--- config.mk ---
export PLATFORM = sky130hd
export DESIGN_NAME = masked_sbox_driver
export DESIGN_NICKNAME = d
export VERILOG_FILES = /design/src/rtl/masked_sbox_driver.sv
export SDC_FILE = /design/constraint.sdc
export NUM_CORES = 1
export LEC_CHECK = 0
export CAP_MARGIN = 20
export CORE_MARGIN = 5
export CORE_UTILIZATION = 40
export DETAILED_ROUTE_END_ITERATION = 10
export GPL_TIMING_DRIVEN = 1
export PLACE_DENSITY = 0.85
export SLEW_MARGIN = 10
export SYNTH_ARGS = -nofsm -noshare
export SYNTH_HDL_FRONTEND = slang
export SYNTH_SLANG_ARGS = --single-unit
export TNS_END_PERCENT = 10
--- constraint.sdc ---
create_clock -name clk -period 2.4 [get_ports clk]
set_clock_uncertainty 0.1 [all_clocks]
set_input_delay 0.48 -clock clk [delete_from_list [all_inputs] [get_ports clk]]
set_output_delay 0.48 -clock clk [all_outputs]
set_load 0.02 [all_outputs]
--- src/rtl/masked_sbox_driver.sv ---
// Initiator-side sequencer for one clock-gated masked 4-bit S-box core.
// Optional build macro MASKED_SBOX_DRV_PRNG_EN: sbox_fresh comes from an internal LFSR instead of rnd_in.
module masked_sbox_driver #(
  parameter int SECURITY_ORDER = 3,
  parameter int FRESH_WIDTH = 130,
  parameter int LATENCY = 10,
  parameter int SLACK = 2,
  parameter logic [FRESH_WIDTH-1:0] PRNG_SEED = 130'h1
) (
  input  logic clk,
  input  logic rst,
  input  logic in_valid,
  output logic in_ready,
  input  logic [4*(SECURITY_ORDER+1)-1:0] in_s,
  input  logic [FRESH_WIDTH-1:0] rnd_in,
  output logic out_valid,
  input  logic out_ready,
  output logic [4*(SECURITY_ORDER+1)-1:0] out_s,
  output logic [4*(SECURITY_ORDER+1)-1:0] sbox_si,
  output logic [FRESH_WIDTH-1:0] sbox_fresh,
  output logic sbox_rst,
  input  logic [4*(SECURITY_ORDER+1)-1:0] sbox_so,
  input  logic sbox_synch,
  output logic err,
  input  logic err_clr
);

  // state | meaning
  // IDLE  | core held in reset, waiting for an input nibble
  // LOAD  | shares/randomness latched, one more reset cycle for the core
  // RUN   | core released, counting cycles until Synch
  // DONE  | output shares held until the consumer takes them
  typedef enum logic [1:0] {IDLE, LOAD, RUN, DONE} state_t;

  localparam int CW = $clog2(LATENCY + SLACK + 2);
  localparam logic [CW-1:0] LAT_C = CW'(LATENCY);
  localparam logic [CW-1:0] MAX_C = CW'(LATENCY + SLACK + 1);

  state_t state, state_nx;
  logic [CW-1:0] cnt;
  logic accept, capture, err_set;
  logic [FRESH_WIDTH-1:0] fresh_src;

`ifdef MASKED_SBOX_DRV_PRNG_EN
  logic [FRESH_WIDTH-1:0] lfsr;
  logic unused_rnd;
  assign unused_rnd = ^rnd_in;

  always_ff @(posedge clk or negedge rst) begin
    if (!rst) lfsr <= PRNG_SEED;
    else      lfsr <= {lfsr[FRESH_WIDTH-2:0], lfsr[FRESH_WIDTH-1] ^ lfsr[FRESH_WIDTH-2]
                                           ^ lfsr[FRESH_WIDTH-5] ^ lfsr[FRESH_WIDTH-6]};
  end
  assign fresh_src = lfsr;
`else
  assign fresh_src = rnd_in;
`endif

  assign in_ready = (state == IDLE);

  always_ff @(posedge clk or negedge rst) begin
    if (!rst) state <= IDLE;
    else      state <= state_nx;
  end

  always_comb begin
    state_nx = state;
    accept   = 1'b0;
    capture  = 1'b0;
    err_set  = 1'b0;
    case (state)
      IDLE: if (in_valid) begin
        accept   = 1'b1;
        state_nx = LOAD;
      end
      LOAD: state_nx = RUN;
      RUN: begin
        // Timeout wins over a late Synch: anything past the window is an error.
        if (cnt >= MAX_C) begin
          err_set  = 1'b1;
          state_nx = IDLE;
        end else if (sbox_synch) begin
          if (cnt < LAT_C) begin
            err_set  = 1'b1;
            state_nx = IDLE;
          end else begin
            capture  = 1'b1;
            state_nx = DONE;
          end
        end
      end
      DONE: if (out_ready) state_nx = IDLE;
      default: state_nx = IDLE;
    endcase
  end

  // All core-facing signals are plain flop outputs so no glitch reaches the masked logic.
  always_ff @(posedge clk or negedge rst) begin
    if (!rst) begin
      cnt        <= '0;
      out_valid  <= 1'b0;
      out_s      <= '0;
      sbox_si    <= '0;
      sbox_fresh <= '0;
      sbox_rst   <= 1'b1;
      err        <= 1'b0;
    end else begin
      sbox_rst <= (state_nx != RUN);
      if (state == LOAD)
        cnt <= '0;
      else if (state == RUN && cnt != MAX_C)
        cnt <= cnt + 1'b1;
      if (accept) begin
        sbox_si    <= in_s;
        sbox_fresh <= fresh_src;
      end
      if (capture) begin
        out_s     <= sbox_so;
        out_valid <= 1'b1;
      end else if (state == DONE && out_ready) begin
        out_valid <= 1'b0;
      end
      if (err_set)      err <= 1'b1;
      else if (err_clr) err <= 1'b0;
    end
  end

endmodule

==> results.py, run 1 <==
metrics = {
    "critical_path": {
        "regToRegSetupSlack_ps": 300,
        "arrival_ps": 1710,
        "cp_slowest_cell": "clkdlybuf4s50_1",
        "path_depth": 2,
        "r2r_cells": 5,
        "path_cells": "nor2_1, clkdlybuf4s50_1",
        "path_class": "reg2out",
        "startpoint": "state[0]",
        "start_kind": "register",
        "crit_path_max_fanout": 10,
        "slowest_delay_ps": 640,
        "cp.required_ps": 1820,
        "crit_family": "buffers and inverters",
        "timing.rr.start": "cnt[0]",
        "end_kind": "output pin",
        "r2r-end": "out_s[7]",
        "critPathCapture": "in_ready",
        "crit_buf_inv": 1,
    },
    "cells_and_area": {
        "antenna-diode-count": 0,
        "nets": 915,
        "area_growth_pct": 63.5,
        "seq_area_sq_um": 4280,
        "multi_input_area_sq_um": 2170,
        "fillers": 1157,
        "drive_gt1_share_pct": 28.0,
    },
    "timing": {
        "tightest_slew_ps": 526,
        "setup_viol": 0,
        "relSlewSlack_pct": 64.9,
        "finalCritPeriodShare_pct": 95.4,
        "fmax_mhz": 437,
        "tns_ps": 0,
        "report.final.slew_viol_count": 0,
        "hold_violations": 0,
        "rsz0062_at_grt": "no",
        "fin_crit_ps": 2290,
    },
    "power_and_ir_drop": {
        "leakage_nw": 4.49,
        "power_mw": 14.7,
        "powerDensity_nw_per_um2": 1350,
        "ir_worst_vdd_mv": 0.683,
    },
    "place": {
        "portBuffers": 333,
        "gp_congestion": 0.800,
        "hpwlAfterDp_mm": 14.4,
    },
    "yosys": {
        "synth_edf_count": 0,
        "synth_ff_type": "dfrtp_1",
        "yosysWarnings": 0,
        "yosys.area.top_type_share_pct": 64.2,
        "syn_area_per_cell_sq_um": 16.6,
        "synthCells": 400,
        "ys_top_cells_by_area": "dfrtp_1, mux2_2, mux2_4",
        "synthDistinctLibCells": 32,
        "synth-async-reset-ratio_pct": 100,
        "synth_top_cell_by_area": "dfrtp_1",
        "yosysSeqAreaShare_pct": 64.6,
        "synth_fp_nets": 571,
        "synth_seq_cells": 171,
        "synth_area_sq_um": 6620,
    },
    "floorplanning": {
        "die_h_um": 139,
        "die_area_sq_um": 19200,
        "io_pins": 334,
        "die_w_um": 139,
        "initial_core_util_pct": 40.4,
        "rows": 47,
        "core_sq_um": 16400,
    },
    "global_routing": {
        "grt.overflow.total": 0,
        "grt_pass1_wl_mm": 29.3,
        "antenna_found_initial": 0,
        "grtUsageTotal_pct": 19.3,
        "grt_max_degree": 77,
        "grt_pass1_vias": 5270,
    },
    "detailed_routing": {
        "totalWireLength_mm": 18.6,
        "routedWlPerCell_um": 19.1,
        "dr.pass1.iters": 4,
        "ant_nets": 0,
        "drc": 0,
        "viasPerCell": 4.82,
        "drtIter0Drc": 94,
        "num_vias": 4710,
    },
    "run": {
        "max_cap_viol_count": 0,
    },
    "clocking": {
        "cts_buffers": 17,
        "clkTransAtPathRegs_ps": 70,
        "insertion_delay_ps": 420,
        "cts_tree": "yes",
        "h-tree-depth": 4,
        "cts_buffer_depth": 2,
        "cts_root_buf": "clkbuf_16",
        "clock_sinks": 171,
        "ctsResizeCount": 0,
    },
    "run_status": {
        "status": "finished clean",
    },
    "hold_path": {
        "hp-class": "reg2reg",
    },
}
repair_timing:
item,CTS,global route
endpoints found under the hold margin,48,0
hold buffers,1,0
setup buffers,0,0
layer usage:
layer  track usage [%]  vias up  share of wire, %  routed length [um]
li1                  -     2121                 -                   -
met1              20.7     2329                37                6810
met2              34.7      230                53                9860
met3              7.17       30               8.4                1570
met4              7.16        0               2.0                 373
met5                 0        -                 0                   0
cell families after synthesis:
family	after synthesis	synth area share, %
flops	171	64.6
fa+ha+maj	3	0.567
buf+inv	26	2.63
compound gates	19	2.23
simple gates	19	1.87
mux	162	28.1
synthesized netlist by cell type, types with 2 or more instances:
library cell / number
nand3_1: 3
nor3_1: 4
ha_1: 3
dfrtp_1: 170
a31oi_1: 2
nor2_1: 3
buf_4: 14
buf_2: 4
nor2b_1: 3
a21oi_1: 7
inv_1: 5
o2bb2ai_1: 2
mux2_4: 9
mux2_2: 153
where the power goes:
group / internal (mW) / total [mW] / switching, mW / leakage (nW)
Combinational: 3.76 / 7.02 / 3.26 / 2.16
Sequential: 4.20 / 4.94 / 0.731 / 2.05
Clock: 1.57 / 2.71 / 1.14 / 0.280
Total: 9.53 / 14.7 / 5.13 / 4.49
worst reg2reg max path, cell delays in order (launching register included):
cell      delay (ps)
dfrtp_1          470
ha_1             280
nand2b_4         180
a311oi_4         350
buf_4            290
mux2_4           330
state kept, by name (all words and copies together), names as in the netlist:
register    count
sbox_fresh    130
out_s          16
sbox_si        16
cnt             4
state           2
err             1
out_valid       1
sbox_rst        1
cell type report:
cell class | instances | share of cell area, %
Multi-Input combinational cell | 203 | 20.0
Tap cell | 220 | 2.54
Clock buffer | 19 | 4.09
Clock inverter | 13 | 1.31
Inverter | 5 | 0.173
Timing Repair Buffer | 346 | 32.3
Sequential cell | 171 | 39.5
placed cells by master (no fill, tap or decap), types with 3 or more instances in the layout:
| cell type | n |
|---|---|
| a21oi_1 | 7 |
| buf_12 | 5 |
| buf_4 | 7 |
| clkbuf_16 | 17 |
| clkdlybuf4s50_1 | 332 |
| clkinv_2 | 3 |
| clkinvlp_4 | 3 |
| dfrtp_1 | 170 |
| ha_1 | 3 |
| inv_1 | 5 |
| inv_6 | 3 |
| mux2_2 | 153 |
| mux2_4 | 9 |
| nand3_1 | 3 |
| nor2_1 | 3 |
| nor2b_1 | 3 |
| nor3_1 | 4 |
worst min path at each step:
stage	start	end	slack (ps)	cells past startpoint
finish	out_valid	out_valid	390	1
detailed placement	out_valid	out_valid	370	1
floorplan	rst	cnt[0]	80	0
global placement	out_valid	out_valid	360	1
global route	out_valid	out_valid	400	1
CTS	out_valid	out_valid	390	1
metrics by stage:
| stage | util (%) | instance area [sq um] | hold WS, ps | cells | setup slack (ps) |
|---|---|---|---|---|---|
| 2_1_floorplan | - | 6620 | 84.4 | 400 | 309 |
| 3_3_place_gp | 62.4 | 10200 | 364 | 944 | 181 |
| 3_5_place_dp | 62.4 | 10200 | 370 | 944 | 124 |
| 4_1_cts | 66.0 | 10800 | 386 | 977 | 83.9 |
| 5_1_grt | 66.0 | 10800 | 402 | 977 | 6.45 |
| 6_report | 66.0 | 10800 | 386 | 977 | 111 |
Power figures use the tool's default switching activity.
==> run 2, diff against run 1 <==
--- a/config.mk
+++ b/config.mk
@@ -7,10 +7,10 @@
 export LEC_CHECK = 0
 export CAP_MARGIN = 20
 export CORE_MARGIN = 5
-export CORE_UTILIZATION = 40
+export CORE_UTILIZATION = 43
 export DETAILED_ROUTE_END_ITERATION = 10
 export GPL_TIMING_DRIVEN = 1
-export PLACE_DENSITY = 0.85
+export PLACE_DENSITY = 0.9
 export SLEW_MARGIN = 10
 export SYNTH_ARGS = -nofsm -noshare
 export SYNTH_HDL_FRONTEND = slang
==> constraint.sdc (replaced) <==
create_clock -name clk -period 2.9 [get_ports clk]
set_clock_uncertainty 0.1 [all_clocks]
set_input_delay 0.58 -clock clk [delete_from_list [all_inputs] [get_ports clk]]
set_output_delay 0.58 -clock clk [all_outputs]
set_load 0.02 [all_outputs]
==> results.py, run 2 (synthesized netlist as in run 1, its figures left out) <==
metrics = {
    "cells_and_area": {
        "nets": 908,
        "seq_area_sq_um": 4280,
        "most-common-layout-cells": "clkdlybuf4s50_1, dfrtp_1, mux2_2, clkbuf_16, mux2_4",
        "fillers": 961,
        "top_regs": "sbox_fresh (130), out_s (16), sbox_si (16)",
        "final_area_sq_um": 10700,
        "antenna-diode-count": 0,
        "multi_input_area_sq_um": 2170,
        "top_register": "sbox_fresh",
        "finish.utilization_pct": 70.6,
        "drive_gt1_share_pct": 27.5,
        "area_growth_pct": 61.5,
        "final_common_cell": "clkdlybuf4s50_1",
        "largest_register_ffs": 130,
    },
    "critical_path": {
        "end_kind": "output pin",
        "path_class": "reg2out",
        "start_kind": "register",
        "arrival_ps": 1830,
        "path_cells": "nor2_1, clkdlybuf4s50_1",
        "crit_family": "buffers and inverters",
        "slowest_delay_ps": 640,
        "cp.required_ps": 2220,
        "crit_buf_inv": 1,
        "cp_slowest_cell": "clkdlybuf4s50_1",
        "crit_path_max_fanout": 13,
    },
    "detailed_routing": {
        "totalWireLength_mm": 18.1,
        "drc": 0,
        "num_vias": 4625,
        "drtIter0Drc": 121,
        "ant_nets": 0,
        "viasPerCell": 4.93,
        "dr.pass1.iters": 4,
        "routedWlPerCell_um": 19.3,
    },
    "clocking": {
        "cts_buffers": 17,
        "ctsResizeCount": 0,
        "clock_sinks": 171,
        "insertion_delay_ps": 420,
        "cts_tree": "yes",
        "clkTransAtPathRegs_ps": 70,
        "cts_root_buf": "clkbuf_16",
        "h-tree-depth": 4,
        "cts_buffer_depth": 2,
    },
    "timing": {
        "setup_viol": 0,
        "hold_violations": 0,
        "tightest_slew_ps": 438,
        "fin_crit_ps": 2510,
        "rsz0062_at_grt": "no",
        "finalCritPeriodShare_pct": 86.7,
        "fmax_mhz": 398,
        "tns_ps": 0,
        "worst_slack_ps": 387,
        "relSlewSlack_pct": 70.8,
        "report.final.slew_viol_count": 0,
    },
    "place": {
        "placed_area_sq_um": 10100,
        "dp_slack_ps": 538,
        "hpwlAfterDp_mm": 13.8,
        "portBuffers": 333,
        "gp_congestion": 0.774,
    },
    "global_routing": {
        "grt.overflow.total": 0,
        "grtUsageTotal_pct": 20.2,
        "grt_pass1_vias": 5246,
        "antenna_found_initial": 0,
        "grt_pass1_wl_mm": 28.4,
        "grt_max_degree": 77,
    },
    "floorplanning": {
        "initial_core_util_pct": 43.7,
        "die_area_sq_um": 18000,
        "die_h_um": 134,
        "io_pins": 334,
        "rows": 45,
        "die_w_um": 134,
        "core_sq_um": 15100,
    },
    "run": {
        "max_cap_viol_count": 0,
    },
    "run_status": {
        "status": "finished clean",
    },
    "hold_path": {
        "hp-class": "reg2reg",
    },
    "power_and_ir_drop": {
        "leakage_nw": 4.44,
        "powerDensity_nw_per_um2": 1120,
        "ir_worst_vdd_mv": 0.636,
    },
}
run 2: worst paths after layout:
path / from / slack (ps) / cells after the start / to
max: state[1] / 390 / 2 / in_ready
min: out_valid / 400 / 1 / out_valid
max reg2reg: cnt[1] / 690 / 6 / out_s[2]
min reg2reg: out_valid / 400 / 1 / out_valid
max in group asynchronous: rst / 1500 / 3 / sbox_rst
min in group asynchronous: rst / 490 / 2 / sbox_fresh[41]
run 2: layout make-up:
class | count | share of cell area (%)
Clock inverter | 14 | 1.13
Timing Repair Buffer | 339 | 32.1
Tap cell | 188 | 2.20
Clock buffer | 18 | 4.11
Sequential cell | 171 | 40.0
Inverter | 5 | 0.175
Multi-Input combinational cell | 203 | 20.3
run 2: power by group:
group,switching (mW),internal [mW]
clock network,0.954,1.21
registers,0.610,3.48
logic,2.66,3.09
run 2: metrics by stage:
stage                     cells  total power [mW]  hold WS [ps]
after CTS                   938              12.1           403
after global routing        938              12.6           409
after floorplan             400              7.02           184
final                       938              12.0           404
after detailed placement    905              9.94           369
after global placement      905              9.71           362
run 2: layer usage:
layer | global-route usage, % | share of wire [%]
met1 | 21.9 | 36
met2 | 35.7 | 52
met3 | 7.76 | 9.2
met4 | 8.26 | 2.8
met5 | 0 | 0
run 2: timing repair:
action | CTS | global route
setup buffers | 0 | 0
endpoints found under the setup margin | 0 | 0
hold buffers | 1 | 0
endpoints found under the hold margin | 26 | 0
run 2: worst register-to-register path, cell delays in order, from the launching register on:
cell and delay [ps]:
dfrtp_1 490, inv_1 110, ha_1 240, nand2b_4 180, a311oi_4 280, buf_4 320
mux2_2 380
==> run 3, diff against run 2 <==
--- a/config.mk
+++ b/config.mk
@@ -5,7 +5,6 @@
 export SDC_FILE = /design/constraint.sdc
 export NUM_CORES = 1
 export LEC_CHECK = 0
-export CAP_MARGIN = 20
 export CORE_MARGIN = 5
 export CORE_UTILIZATION = 43
 export DETAILED_ROUTE_END_ITERATION = 10
==> constraint.sdc (replaced) <==
create_clock -name clk -period 2.9 [get_ports clk]
set_clock_uncertainty 0.1 [all_clocks]
set_input_delay 0.58 -clock clk [delete_from_list [all_inputs] [get_ports clk]]
set_output_delay 0.58 -clock clk [all_outputs]
set_load 0.05 [all_outputs]
==> results.py, run 3 (synthesized netlist as in run 1, its figures left out) <==
metrics = {
    "global_routing": {
        "grt_max_degree": 85,
        "grt_pass1_vias": 5325,
        "grtUsageTotal_pct": 20.8,
        "grt_pass1_wl_mm": 29.1,
        "grt.overflow.total": 0,
        "antenna_found_initial": 0,
    },
    "critical_path": {
        "path_class": "reg2out",
        "r2r-end": "out_s[3]",
        "crit_family": "buffers and inverters",
        "r2r_cells": 6,
        "path_depth": 2,
        "critPathCapture": "in_ready",
        "startpoint": "state[1]",
        "timing.rr.start": "cnt[1]",
        "crit_path_max_fanout": 13,
        "path_cells": "nor2_1, clkdlybuf4s50_1",
        "arrival_ps": 2050,
        "slowest_delay_ps": 850,
        "regToRegSetupSlack_ps": 640,
        "cp_slowest_cell": "clkdlybuf4s50_1",
        "crit_buf_inv": 1,
        "cp.required_ps": 2220,
        "start_kind": "register",
        "end_kind": "output pin",
    },
    "timing": {
        "fmax_mhz": 366,
        "whs_ps": 401,
        "relSlewSlack_pct": 62.4,
        "hold_violations": 0,
        "report.final.slew_viol_count": 0,
        "setup_viol": 0,
        "finalCritPeriodShare_pct": 94.1,
        "fin_crit_ps": 2730,
        "worst_slack_ps": 170,
        "rsz0062_at_grt": "no",
        "tns_ps": 0,
        "tightest_slew_ps": 562,
    },
    "place": {
        "gp_congestion": 0.772,
        "hpwlAfterDp_mm": 13.9,
        "portBuffers": 333,
        "dp_slack_ps": 543,
    },
    "power_and_ir_drop": {
        "power_frac_seq_pct": 27.9,
        "net-switching-power_mw": 6.73,
        "pwr-share-comb_pct": 56.0,
        "swShare_pct": 45.8,
        "leakage_nw": 4.47,
        "ir_worst_vdd_mv": 0.759,
        "p_int_mw": 7.96,
        "clockPowerShare_pct": 16.0,
        "powerDensity_nw_per_um2": 1370,
    },
    "floorplanning": {
        "initial_core_util_pct": 43.7,
        "die_w_um": 134,
        "die_h_um": 134,
        "rows": 45,
        "io_pins": 334,
        "core_sq_um": 15100,
        "die_area_sq_um": 18000,
    },
    "detailed_routing": {
        "drtIter0Drc": 139,
        "routedWlPerCell_um": 19.8,
        "totalWireLength_mm": 18.5,
        "drc": 0,
        "num_vias": 4683,
        "viasPerCell": 4.99,
        "dr.pass1.iters": 4,
        "ant_nets": 0,
    },
    "clocking": {
        "clkTransAtPathRegs_ps": 60,
        "insertion_delay_ps": 410,
        "ctsResizeCount": 0,
        "cts_root_buf": "clkbuf_16",
        "cts_buffers": 17,
        "clock_sinks": 171,
        "h-tree-depth": 4,
        "cts_buffer_depth": 2,
        "postCtsSetupBuffers": 0,
        "cts_tree": "yes",
        "cts_hold_buf": 1,
    },
    "cells_and_area": {
        "top_regs": "sbox_fresh (130), out_s (16), sbox_si (16)",
        "fillers": 955,
        "most-common-layout-cells": "clkdlybuf4s50_1, dfrtp_1, mux2_2, clkbuf_16, mux2_4",
        "antenna-diode-count": 0,
        "area_growth_pct": 62.4,
        "nets": 908,
        "final_common_cell": "clkdlybuf4s50_1",
        "largest_register_ffs": 130,
        "drive_gt1_share_pct": 27.5,
        "top_register": "sbox_fresh",
    },
    "run_status": {
        "status": "finished clean",
    },
    "run": {
        "max_cap_viol_count": 0,
    },
    "hold_path": {
        "hp-class": "reg2reg",
    },
}
run 3: cell types whose count changed in the layout (fill, tap and decap cells not counted):
cell / previous run / this run
bufinv_16: 1 / 3
clkinv_2: 5 / 3
clkinv_4: 2 / 0
clkbuf_8: 1 / 2
inv_6: 3 / 4
run 3: layer usage:
metal  global-route usage, %  wire length [um]
met3                    6.60              1410
met2                    36.7              9570
met1                    23.1              6870
met4                    9.33               682
met5                       0                 0
run 3: worst min-delay path by stage:
stage               depth (start not counted)              to  slack, ps      startpoint
floorplan                                   0          cnt[0]        180             rst
global placement                            1  sbox_fresh[23]        330             rst
detailed placement                          1  sbox_fresh[46]        340             rst
CTS                                         1  sbox_fresh[55]        410  sbox_fresh[55]
global route                                1      sbox_si[4]        420      sbox_si[4]
finish                                      1   sbox_fresh[8]        400   sbox_fresh[8]
run 3: area by class of cell:
cell class / count / area, sq um / share of cell area (%)
flip-flops and latches: 171 / 4280 / 39.8
repair buffers: 339 / 3430 / 31.9
multi-input cells: 203 / 2170 / 20.2
clock buffers: 19 / 453 / 4.21
well taps: 188 / 235 / 2.19
clock inverters: 13 / 163 / 1.51
inverters: 5 / 18.8 / 0.175
run 3: power groups by stage:
stage | combinational (mW) | clock (mW) | sequential (mW)
5_1_grt | 8.52 | 2.52 | 4.26
2_1_floorplan | 1.68 | 0 | 7.79
6_report | 8.23 | 2.36 | 4.10
3_5_place_dp | 8.29 | 0 | 4.14
3_3_place_gp | 8.13 | 0 | 4.06
4_1_cts | 8.31 | 2.40 | 4.12
run 3: worst register-to-register path, cell delays in order (launching register included):
cell and delay [ps]:
dfrtp_1 520, inv_1 120, ha_1 250, nand2b_4 170, a311oi_4 280, buf_4 330
mux2_2 380
run 3: per-stage QoR:
stage	power (mW)	cells	cell area (sq um)	util [%]
2_1_floorplan	9.47	400	6620	-
3_3_place_gp	12.2	905	10100	66.9
3_5_place_dp	12.4	905	10100	66.9
4_1_cts	14.8	938	10800	71.0
5_1_grt	15.3	938	10800	71.0
6_report	14.7	938	10800	71.0
